## src/rtl/adder_rr_arbiter_pkg.sv

```systemverilog
// -----------------------------------------------------------------------------
// adder_rr_arbiter_pkg
// Shared definitions for the arbitrated adder and its result buffer.
//
// Contents:
//   calc_id_w()     - width of a requester index: max(1, clog2(n)).
//   occ_state_t     - occupancy states of the 2-entry result buffer.
//   result_entry_t  - result entry {id, sum} at the default sizing
//                     (width = 8, n_req = 4). The top builds the same
//                     {id, sum} layout at its own parameter sizes.
//
// Configuration macro: ADDER_ARB_ROUND_ROBIN_EN (used by adder_rr_arbiter).
// -----------------------------------------------------------------------------
package adder_rr_arbiter_pkg;

    localparam int DEFAULT_WIDTH = 8;
    localparam int DEFAULT_N_REQ = 4;
    localparam int MAX_N_REQ     = 16;

    // Index width for n requesters; a single requester still gets one bit
    // so sum_id never collapses to zero width.
    function automatic int calc_id_w(input int n);
        int w;
        w = $clog2(n);
        return (w < 1) ? 1 : w;
    endfunction

    // Occupancy of the 2-deep result buffer. Hierarchical checkers can
    // bind to the buffer's "state" register, which uses this type.
    typedef enum logic [1:0] {
        OCC_EMPTY = 2'd0,
        OCC_ONE   = 2'd1,
        OCC_FULL  = 2'd2
    } occ_state_t;

    typedef struct packed {
        logic [calc_id_w(DEFAULT_N_REQ)-1:0] id;
        logic [DEFAULT_WIDTH:0]              sum;
    } result_entry_t;

endpackage

```

## src/rtl/adder_arb_result_fifo.sv

```systemverilog
// -----------------------------------------------------------------------------
// adder_arb_result_fifo
// Two-entry in-order result buffer between the arbiter and the sum port.
//
// Handshake (both sides): a beat moves only in a cycle where vld and rdy
// are both 1 at the rising clock edge. The producer holds its data stable
// while vld=1 and rdy=0; dn_data is stable while dn_vld=1 and dn_rdy=0.
//
// Ports:
//   clk, rst_n        - clock, asynchronous active-low reset
//   up_vld / up_rdy   - write side; up_rdy is a register (1 = not full)
//   up_data           - entry written on a write beat
//   dn_vld / dn_rdy   - read side; dn_vld is a register (1 = not empty)
//   dn_data           - oldest entry, driven straight from the head register
//
// The occupancy FSM (state) keeps the head entry in "head" and the second
// entry in "tail"; a read while full moves tail into head.
// -----------------------------------------------------------------------------
module adder_arb_result_fifo
    import adder_rr_arbiter_pkg::*;
#(
    parameter type entry_t = result_entry_t
) (
    input  logic   clk,
    input  logic   rst_n,
    input  logic   up_vld,
    output logic   up_rdy,
    input  entry_t up_data,
    output logic   dn_vld,
    input  logic   dn_rdy,
    output entry_t dn_data
);

    occ_state_t state;
    entry_t     head;
    entry_t     tail;
    logic       push;
    logic       pop;

    assign push    = up_vld & up_rdy;
    assign pop     = dn_vld & dn_rdy;
    assign dn_data = head;

    // up_rdy and dn_vld are registered outputs of the occupancy FSM, so the
    // write side never sees a combinational path from dn_rdy.
    always_ff @(posedge clk or negedge rst_n) begin
        if (!rst_n) begin
            state  <= OCC_EMPTY;
            head   <= '0;
            tail   <= '0;
            dn_vld <= 1'b0;
            up_rdy <= 1'b1;
        end else begin
            case (state)
                OCC_EMPTY: begin
                    if (push) begin
                        head   <= up_data;
                        dn_vld <= 1'b1;
                        state  <= OCC_ONE;
                    end
                end
                OCC_ONE: begin
                    if (push && pop) begin
                        // Occupancy stays at one; the new entry replaces
                        // the one being read.
                        head <= up_data;
                    end else if (push) begin
                        tail   <= up_data;
                        up_rdy <= 1'b0;
                        state  <= OCC_FULL;
                    end else if (pop) begin
                        dn_vld <= 1'b0;
                        state  <= OCC_EMPTY;
                    end
                end
                OCC_FULL: begin
                    // up_rdy is 0 here, so only a read can happen.
                    if (pop) begin
                        head   <= tail;
                        up_rdy <= 1'b1;
                        state  <= OCC_ONE;
                    end
                end
                default: begin
                    state  <= OCC_EMPTY;
                    dn_vld <= 1'b0;
                    up_rdy <= 1'b1;
                end
            endcase
        end
    end

endmodule

```

## src/rtl/adder_rr_arbiter.sv

```systemverilog
// -----------------------------------------------------------------------------
// adder_rr_arbiter
// n_req requesters each offer an operand pair (A, B). One winner per cycle
// is chosen, A + B (carry kept) is computed and pushed, tagged with the
// winner's index, into a 2-entry in-order result buffer that drives the
// sum port.
//
// Handshake (all channels): a transfer happens only in a cycle where vld
// and rdy are both 1 at the rising clock edge. At most one req_rdy bit is
// 1 per cycle, and req_rdy never depends on sum_rdy or on operand data.
//
// Parameters:
//   width  - operand width in bits (sum is width+1 bits)
//   n_req  - number of requesters, 2..16
//
// Ports:
//   clk, rst_n   - clock, asynchronous active-low reset
//   req_vld      - per-requester operand-pair valid
//   req_rdy      - per-requester ready (one-hot or zero)
//   req_a_data   - packed operand A, requester i in [i*width +: width]
//   req_b_data   - packed operand B, same packing
//   sum_vld      - result valid
//   sum_rdy      - result ready
//   sum_data     - zero-extended A + zero-extended B
//   sum_id       - index of the requester that produced sum_data
//
// Configuration macro ADDER_ARB_ROUND_ROBIN_EN:
//   defined   - round-robin: search starts at ptr and wraps; after each
//               request transfer ptr becomes (winner + 1) mod n_req.
//   undefined - fixed priority, lowest index wins; no ptr register.
// -----------------------------------------------------------------------------
module adder_rr_arbiter
    import adder_rr_arbiter_pkg::*;
#(
    parameter int width = 8,
    parameter int n_req = 4
) (
    input  logic                        clk,
    input  logic                        rst_n,
    input  logic [n_req-1:0]            req_vld,
    output logic [n_req-1:0]            req_rdy,
    input  logic [n_req*width-1:0]      req_a_data,
    input  logic [n_req*width-1:0]      req_b_data,
    output logic                        sum_vld,
    input  logic                        sum_rdy,
    output logic [width:0]              sum_data,
    output logic [calc_id_w(n_req)-1:0] sum_id
);

    localparam int               ID_W     = calc_id_w(n_req);
    // One extra bit so start + offset (at most 2*n_req - 2) cannot overflow
    // before the modulo fold.
    localparam int               POS_W    = ID_W + 1;
    localparam logic [ID_W-1:0]  LAST_IDX = ID_W'(n_req - 1);
    localparam logic [POS_W-1:0] N_POS    = POS_W'(n_req);
    localparam logic [n_req-1:0] ONE_HOT0 = n_req'(1);

    typedef struct packed {
        logic [ID_W-1:0] id;
        logic [width:0]  sum;
    } entry_t;

    // Operand views per requester.
    logic [width-1:0] a_arr [n_req];
    logic [width-1:0] b_arr [n_req];

    for (genvar gi = 0; gi < n_req; gi++) begin : g_unpack
        assign a_arr[gi] = req_a_data[gi*width +: width];
        assign b_arr[gi] = req_b_data[gi*width +: width];
    end

    logic [ID_W-1:0]  start_idx;
    logic [POS_W-1:0] arb_pos;
    logic [ID_W-1:0]  winner;
    logic             found;
    logic [n_req-1:0] grant;
    logic             fifo_up_rdy;
    logic             xfer;
    logic [width:0]   sum_calc;
    entry_t           push_entry;
    entry_t           head_entry;

`ifdef ADDER_ARB_ROUND_ROBIN_EN
    logic [ID_W-1:0] ptr;
    assign start_idx = ptr;
`else
    assign start_idx = '0;
`endif

    // Scan n_req positions starting at start_idx, wrapping modulo n_req;
    // the first asserted req_vld wins. Only req_vld feeds the grant, so a
    // requester may drop vld before its transfer at no cost.
    always_comb begin
        found   = 1'b0;
        winner  = '0;
        arb_pos = '0;
        for (int k = 0; k < n_req; k++) begin
            arb_pos = {1'b0, start_idx} + POS_W'(k);
            if (arb_pos >= N_POS) begin
                arb_pos = arb_pos - N_POS;
            end
            if (!found && req_vld[arb_pos[ID_W-1:0]]) begin
                found  = 1'b1;
                winner = arb_pos[ID_W-1:0];
            end
        end
    end

    assign grant = found ? (ONE_HOT0 << winner) : '0;

    // fifo_up_rdy is a register (buffer not full). rst_n is folded in so
    // req_rdy reads 0 immediately while reset is asserted, yet arbitration
    // is live for the first edge after release.
    assign req_rdy = grant & {n_req{fifo_up_rdy & rst_n}};
    assign xfer    = found & fifo_up_rdy & rst_n;

    assign sum_calc   = {1'b0, a_arr[winner]} + {1'b0, b_arr[winner]};
    assign push_entry = '{id: winner, sum: sum_calc};

`ifdef ADDER_ARB_ROUND_ROBIN_EN
    // ptr moves only on a request transfer; a full buffer blocks transfers
    // and therefore holds ptr.
    always_ff @(posedge clk or negedge rst_n) begin
        if (!rst_n) begin
            ptr <= '0;
        end else if (xfer) begin
            ptr <= (winner == LAST_IDX) ? '0 : winner + 1'b1;
        end
    end
`endif

    adder_arb_result_fifo #(
        .entry_t (entry_t)
    ) u_result_fifo (
        .clk     (clk),
        .rst_n   (rst_n),
        .up_vld  (found),
        .up_rdy  (fifo_up_rdy),
        .up_data (push_entry),
        .dn_vld  (sum_vld),
        .dn_rdy  (sum_rdy),
        .dn_data (head_entry)
    );

    assign sum_data = head_entry.sum;
    assign sum_id   = head_entry.id;

endmodule
```

## config.mk

```make
export PLATFORM = sky130hd
export DESIGN_NAME = adder_rr_arbiter
export DESIGN_NICKNAME = d
export VERILOG_FILES = /design/src/rtl/adder_rr_arbiter_pkg.sv /design/src/rtl/adder_arb_result_fifo.sv /design/src/rtl/adder_rr_arbiter.sv
export SDC_FILE = /design/constraint.sdc
export NUM_CORES = 1
export LEC_CHECK = 0
export CORE_ASPECT_RATIO = 0.9
export CORE_MARGIN = 3
export CORE_UTILIZATION = 40
export DETAILED_ROUTE_END_ITERATION = 10
export DONT_BUFFER_PORTS = 1
export PLACE_DENSITY = 0.53
export SLEW_MARGIN = 20
export SYNTH_ARGS = -nofsm -noshare
export SYNTH_HDL_FRONTEND = slang
export SYNTH_SLANG_ARGS = --single-unit
```

## constraint.sdc

```tcl
create_clock -name clk -period 1.66 [get_ports clk]
set_clock_uncertainty 0.05 [all_clocks]
set_input_delay 0.249 -clock clk [delete_from_list [all_inputs] [get_ports clk]]
set_output_delay 0.249 -clock clk [all_outputs]
set_load 0.005 [all_outputs]
```

# Yosys cells after proc, flatten, opt, wreduce, memory -nomap -nowiden
# Index checks and enable logic that the tools add are counted.
word_totals:
  ff_bits: 26
  latch_bits: 0
  ramBits: 0
  rom_bits: 0
  input_bits: 71
  output_inout_bits: 16
  n_memories: 0
classes:
  addsub: 1
  n_mul: 0
  n_div: 0
  n_lt_le_gt_ge: 1
  eq_ne: 10
  shifts: 1
  mux: 33
  bitwise_logic: 8
  reduce_logical: 14
ops:
  columns: ["op", "count"]
  rows:
  - ["2-to-1 mux 11 bit", 3]
  - ["one-hot mux 11 bit (3 select lines)", 1]
  - ["binary-select mux 8 bit (select 2 bit)", 2]
  - ["2-to-1 mux 8 bit", 4]
  - ["2-to-1 mux 2 bit", 7]
  - ["2-to-1 mux 1 bit", 12]
  - ["AND reduction 4 bit", 3]
  - ["inequality test 2 x 1 -> 1 bit (second input constant)", 5]
  - ["adder 8 x 8 -> 9 bit", 1]
  - ["one-hot mux 1 bit (3 select lines)", 2]
  - ["one-hot mux 2 bit (3 select lines)", 1]
  - ["AND reduction 5 bit", 1]
  - ["bitwise AND 4 bit", 1]
  - ["logical AND 1 bit", 4]
  - ["2-to-1 mux 4 bit", 1]
  - ["inequality test 2 bit (second input constant)", 2]
  - ["<< shifter 1 x 2 -> 4 bit (first input constant)", 1]
  - ["bitwise AND 1 bit", 3]
  - ["greater-or-equal comparator 3 bit (second input constant)", 1]
  - ["zero test 1 bit", 3]
  - ["inequality test 3 x 1 -> 1 bit (second input constant)", 1]
  - ["NOT 1 bit", 3]
  - ["NOT 2 -> 3 bit", 1]
  - ["AND reduction 3 bit", 1]
  - ["4 further kinds", 4]

# Logic depth before layout (Yosys ltp)
logic_depth:
  ltp_word: 17
  ltp_mapped: 13
  mapped_depth_nobuf: 12

# By module
# Synthesis repeated with hierarchy kept, for this count alone.
unflattened:
  cells_unflattened: 199
  area_unflattened_um2: 2167.1
modules_own_cells:
  columns: ["module", "n_inst", "cells_per_inst", "area_per_inst_um2", "seq_area_each_um2"]
  rows:
  - ["adder_arb_result_fifo", 1, 81, 1283.7, 651.9]
  - ["adder_rr_arbiter", 1, 118, 883.3, 0.0]

# Worst setup path before layout
# OpenSTA, ideal clock, no wires.
synth_path:
  path_kind: "input -> register"
  from: "in req_vld[1]"
  to: "reg u_result_fifo.head, in the netlist u_result_fifo.dn_data[6]"
  setup_ns: 0.125
  t_arrival_ns: 2.423
  path_slack_ns: -0.938
  cell_stages: 12
  n_path_buf: 2
  path_cell_list: "or2b_1 > buf_2 > buf_1 > nor2_1 > nor3_1 > ha_1 > fa_1 > a21o_1 > nand3_1 > mux2i_1 > o22ai_1 > mux2_2"
synth_via:
  elab_chain_cells: 15
  word_cells_on_any_way: 27
synth_lines:
  columns: ["item", "line", "rtl"]
  rows:
  - ["start: declaration", "adder_rr_arbiter.sv:40", "input logic [n_req-1:0] req_vld,"]
  - ["logical AND 1 bit *", "adder_rr_arbiter.sv:102", "if (!found && req_vld[arb_pos[ID_W-1:0]]) begin"]
  - ["2-to-1 mux 1 bit", "adder_rr_arbiter.sv:102", null]
  - ["zero test 1 bit", "adder_rr_arbiter.sv:102", null]
  - ["logical AND 1 bit", "adder_rr_arbiter.sv:102", null]
  - ["2-to-1 mux 1 bit", "adder_rr_arbiter.sv:102", null]
  - ["zero test 1 bit", "adder_rr_arbiter.sv:102", null]
  - ["logical AND 1 bit", "adder_rr_arbiter.sv:102", null]
  - ["2-to-1 mux 2 bit", "adder_rr_arbiter.sv:102", null]
  - ["NOT 2 -> 3 bit (not written as such)", "adder_rr_arbiter.sv:117", "assign sum_calc = {1'b0, a_arr[winner]} + {1'b0, b_arr[winner]};"]
  - ["binary-select mux 8 bit (select 2 bit)", "adder_rr_arbiter.sv:117", null]
  - ["2-to-1 mux 8 bit (not written as such) (2 in a row)", "adder_rr_arbiter.sv:117", null]
  - ["adder 8 x 8 -> 9 bit", "adder_rr_arbiter.sv:117", null]
  - ["2-to-1 mux 11 bit, on equally long branches", "adder_arb_result_fifo.sv:63, adder_arb_result_fifo.sv:56", null]
  - ["one-hot mux 11 bit (3 select lines)", "adder_arb_result_fifo.sv:54", "case (state)"]
  - ["end signal: assignment", "adder_arb_result_fifo.sv:57", "head <= up_data;"]
  - ["end signal: assignment", "adder_arb_result_fifo.sv:66", "head <= up_data;"]
  - ["end signal: assignment", "adder_arb_result_fifo.sv:79", "head <= tail;"]
  - ["end: declaration", "adder_arb_result_fifo.sv:35", "entry_t head;"]
# Every way passes the cells marked *; elsewhere a longest branch is shown, timed or not. The select of a mux whose other input is x is not followed.
# A chain may end at the register's enable or synchronous reset.

# Worst setup path after layout
# Ends and elaborated chain as after synthesis.

==> impl_metrics.env <==
export IMPL_ant_nets=0
export IMPL_rows=23
export IMPL_syn_num_nets=325
export IMPL_detail_route_first_pass_iterations=4
export IMPL_period_minus_slack_ps=2258
export IMPL_clock_latency_ps=280
export IMPL_cts_root_buf="clkbuf_8"
export IMPL_vias=1981
export IMPL_worst_pin_slew_ps=412.4
export IMPL_powerDensity_nw_per_um2=737.8
export IMPL_worst_slack_ps=-597.8
export IMPL_core_um2=4518
export IMPL_hold_viol=0
export IMPL_worst_path_max_fanout=6
export IMPL_p_leak_uw=0.001272
export IMPL_critical_path_max_stage_delay_ps=290
export IMPL_clockBufferDepth=2
export IMPL_grt_max_degree=27
export IMPL_synth_cells=245
export IMPL_syn2layout_area_growth_pct=50.20
export IMPL_drt_iter0_drc=160
export IMPL_cts_max_level=1
export IMPL_yosys_register_bits=26
export IMPL_via_per_inst=5.503
export IMPL_r2r_end="u_result_fifo.dn_data[6]"
export IMPL_grt_usage_pct=19.46
export IMPL_syn_area_um2=1899
export IMPL_cp_slowest_cell="ha_1"
export IMPL_synth_top_flop_cell="dfrtp_1"
export IMPL_cts_sinks=26
export IMPL_r2r_start="u_result_fifo.state[1]"
export IMPL_die_area_um2=5612
export IMPL_num_nets_final=379
export IMPL_yosys_warnings=0
export IMPL_yosys_top_cells_area="dfrtp_1 33%, nor2_1 9.1%, nand2_1 6.3%"
export IMPL_drc=0
export IMPL_cts_tree="yes"
export IMPL_diodes=0
export IMPL_final_layout_size_suffix_gt1_share_pct=40.27
export IMPL_fmax_mhz=442.9
export IMPL_min_to="u_result_fifo.dn_vld"
export IMPL_status="complete, but fails checks"
export IMPL_ys_types=39
export IMPL_min_path_type="input port to flop"
export IMPL_reg2reg_depth=5
export IMPL_cp_start_kind="input port"
export IMPL_synth_edf_count=0
export IMPL_rsz0062_at_grt="true"
export IMPL_violations="negative setup slack"
export IMPL_r2r_setup_slack_ps=140
export IMPL_critical_path_class="input port to flop"
export IMPL_cap_violations=0
export IMPL_end_kind="flop"
export IMPL_clkTransAtPathRegs_ps=100
export IMPL_synth_avg_cell_area_um2=7.752
export IMPL_grt_use_met1_pct=25.89
export IMPL_vdd_ir_drop_max_uv=365.5
export IMPL_final_core_util_pct=63.14
export IMPL_gr_usage_met2_pct=32.61
export IMPL_grt_use_met3_pct=4.774
export IMPL_grt_pass1_wl_mm=8.749
export IMPL_drv_slew=0
export IMPL_dp_hpwl_mm=4.204
export IMPL_grt_remaining_overflow=0
export IMPL_initial_core_util_pct=42.04
export IMPL_place_ws_ps=-858.4
export IMPL_seq_area_frac_synth_pct=34.32
export IMPL_grt_pass1_vias=1839
export IMPL_cp_required_ps=1780
export IMPL_holdPathStages=3
export IMPL_routedWlPerCell_um=15.82
export IMPL_yosysTopAreaCellShare_pct=32.94
export IMPL_path_cells="nor2_4 -> nand3b_1 -> buf_6 -> nand3_4 -> nor2_1 -> nor3_1 -> ha_1 -> buf_4 -> a21o_1 -> nand3_2 -> mux2i_1 -> o22ai_1 -> mux2_4"
export IMPL_die_h_um=71.37
export IMPL_fillCellCount=392
export IMPL_gp_congestion=0.7868
export IMPL_setup_viol=15
export IMPL_cts_buffers=3
export IMPL_antenna_found_initial=0
export IMPL_die_x_um=78.64
export IMPL_wl_mm=5.695
export IMPL_final_period_utilization_pct=136.0
export IMPL_yosys_area_top_type="dfrtp_1"
export IMPL_crit_arrival_ps=2380
export IMPL_top_level_ports=87
export IMPL_hp_start="sum_rdy"
export IMPL_postSynth_asyncResetShare_pct=100.0
export IMPL_relSlewSlack_pct=72.51
export IMPL_grt_busiest_layer="met2"
export IMPL_io_buffers=0
==> registers in the layout, summed over array words and instances, names as in the netlist <==
signal	flops
u_result_fifo.tail	11
u_result_fifo.up_rdy	1
u_result_fifo.state	2
u_result_fifo.dn_vld	1
u_result_fifo.dn_data	11
==> metrics by stage <==
stage | instance area [µm²] | total power, µW | hold slack [ps] | std cells | setup TNS [ps]
2_1_floorplan | 2021 | 1039 | -96.59 | 245 | -6813
3_3_place_gp | 2342 | 1267 | -95.81 | 339 | -9968
3_5_place_dp | 2342 | 1274 | -95.85 | 339 | -10530
4_1_cts | 2579 | 1911 | 141.3 | 350 | -5025
5_1_grt | 2853 | 2214 | 155.3 | 360 | -7154
6_report | 2853 | 2105 | 139.0 | 360 | -5585
==> cells by family (layout without fill, tap and decap cells) <==
family / count (synthesis) / count (layout) / synth area share [%]
mux: 7 / 7 / 3.821
simple gates: 111 / 112 / 25.56
compound gates: 69 / 69 / 23.26
fa+ha+maj: 9 / 9 / 6.324
xor+xnor: 5 / 5 / 2.306
buf+inv: 18 / 70 / 4.414
flops: 26 / 26 / 34.32
==> what timing repair did <==
action	4_1_cts	5_1_grt
hold endpoints to repair	26	0
endpoints found under the setup margin	16	16
setup buffers	5	10
gates cloned	0	1
hold buffers	2	0
pin swaps	8	26
resized for setup	19	40
==> power breakdown <==
group	internal, µW	leakage (µW)	switching, µW
sequential	633	0.000355	0
combinational	507	0.000881	432
clock	323	0.0000357	211
total	1460	0.00127	642
==> synth_stat cells (2+ instances only) <==
cell type and number:
mux2_2 2, o22ai_1 18, xnor2_1 5, a21oi_1 14, ha_1 8, inv_1 7
nand3b_1 2, nand2_1 32, and2_1 2, nand2b_1 2, nand3_1 3, a211oi_1 3
dfrtp_1 25, clkbuf_1 2, and3_1 2, nor2_1 46, a31oi_1 3, a21o_1 2
buf_2 7, nor3_1 18, o21ai_0 20, mux2i_1 5
==> cells in the final DEF (no fill, tap or decap), drive strengths merged <==
master and instances:
a211oi 3, a21o 2, a21oi 14, a222oi 1
a22oi 1, a311oi 1, a31oi 3, and2 2
and3 2, and4b 1, buf 58, bufinv 1
clkbuf 3, dfrtp 25, dfstp 1, dlygate4sd3 1
fa 1, ha 8, inv 7, mux2 2
mux2i 5, nand2 32, nand2b 2, nand3 4
nand3b 2, nor2 47, nor2b 1, nor3 18
o211ai 1, o21a 1, o21ai 22, o22ai 18
o41ai 2, or2b 1, xnor2 5
==> critical path, delay by kind of cell <==
family,cells,cell delay [ps]
and+or+nand+nor,6,720
muxes,2,480
buffers and inverters,2,330
AOI/OAI and AO/OA,2,310
adders and majority gates,1,290
==> final cells by class <==
class | instances | area (µm²) | share of cell area, %
repair buffers | 59 | 516.7 | 18.11
clock inverters | 1 | 30.03 | 1.053
clock buffers | 3 | 41.29 | 1.447
well taps | 62 | 77.57 | 2.719
multi-input cells | 202 | 1509 | 52.89
inverters | 7 | 26.28 | 0.9211
flip-flops and latches | 26 | 651.9 | 22.85
==> layer usage <==
metal	up-vias	routed length (µm)
li1	990	-
met3	6	343
met4	0	38
met1	928	2486
met5	-	0
met2	57	2826
==> worst max path at each step <==
stage | to | slack, ps | startpoint
6_report | u_result_fifo.dn_data[6] | -600 | req_vld[1]
5_1_grt | u_result_fifo.dn_data[7] | -690 | req_vld[1]
4_1_cts | u_result_fifo.dn_data[6] | -530 | req_vld[1]
3_5_place_dp | u_result_fifo.dn_data[6] | -860 | req_vld[1]
3_3_place_gp | u_result_fifo.dn_data[5] | -800 | req_vld[1]
2_1_floorplan | u_result_fifo.dn_data[6] | -720 | req_vld[1]
No activity file was read; power rests on OpenSTA's default activity.
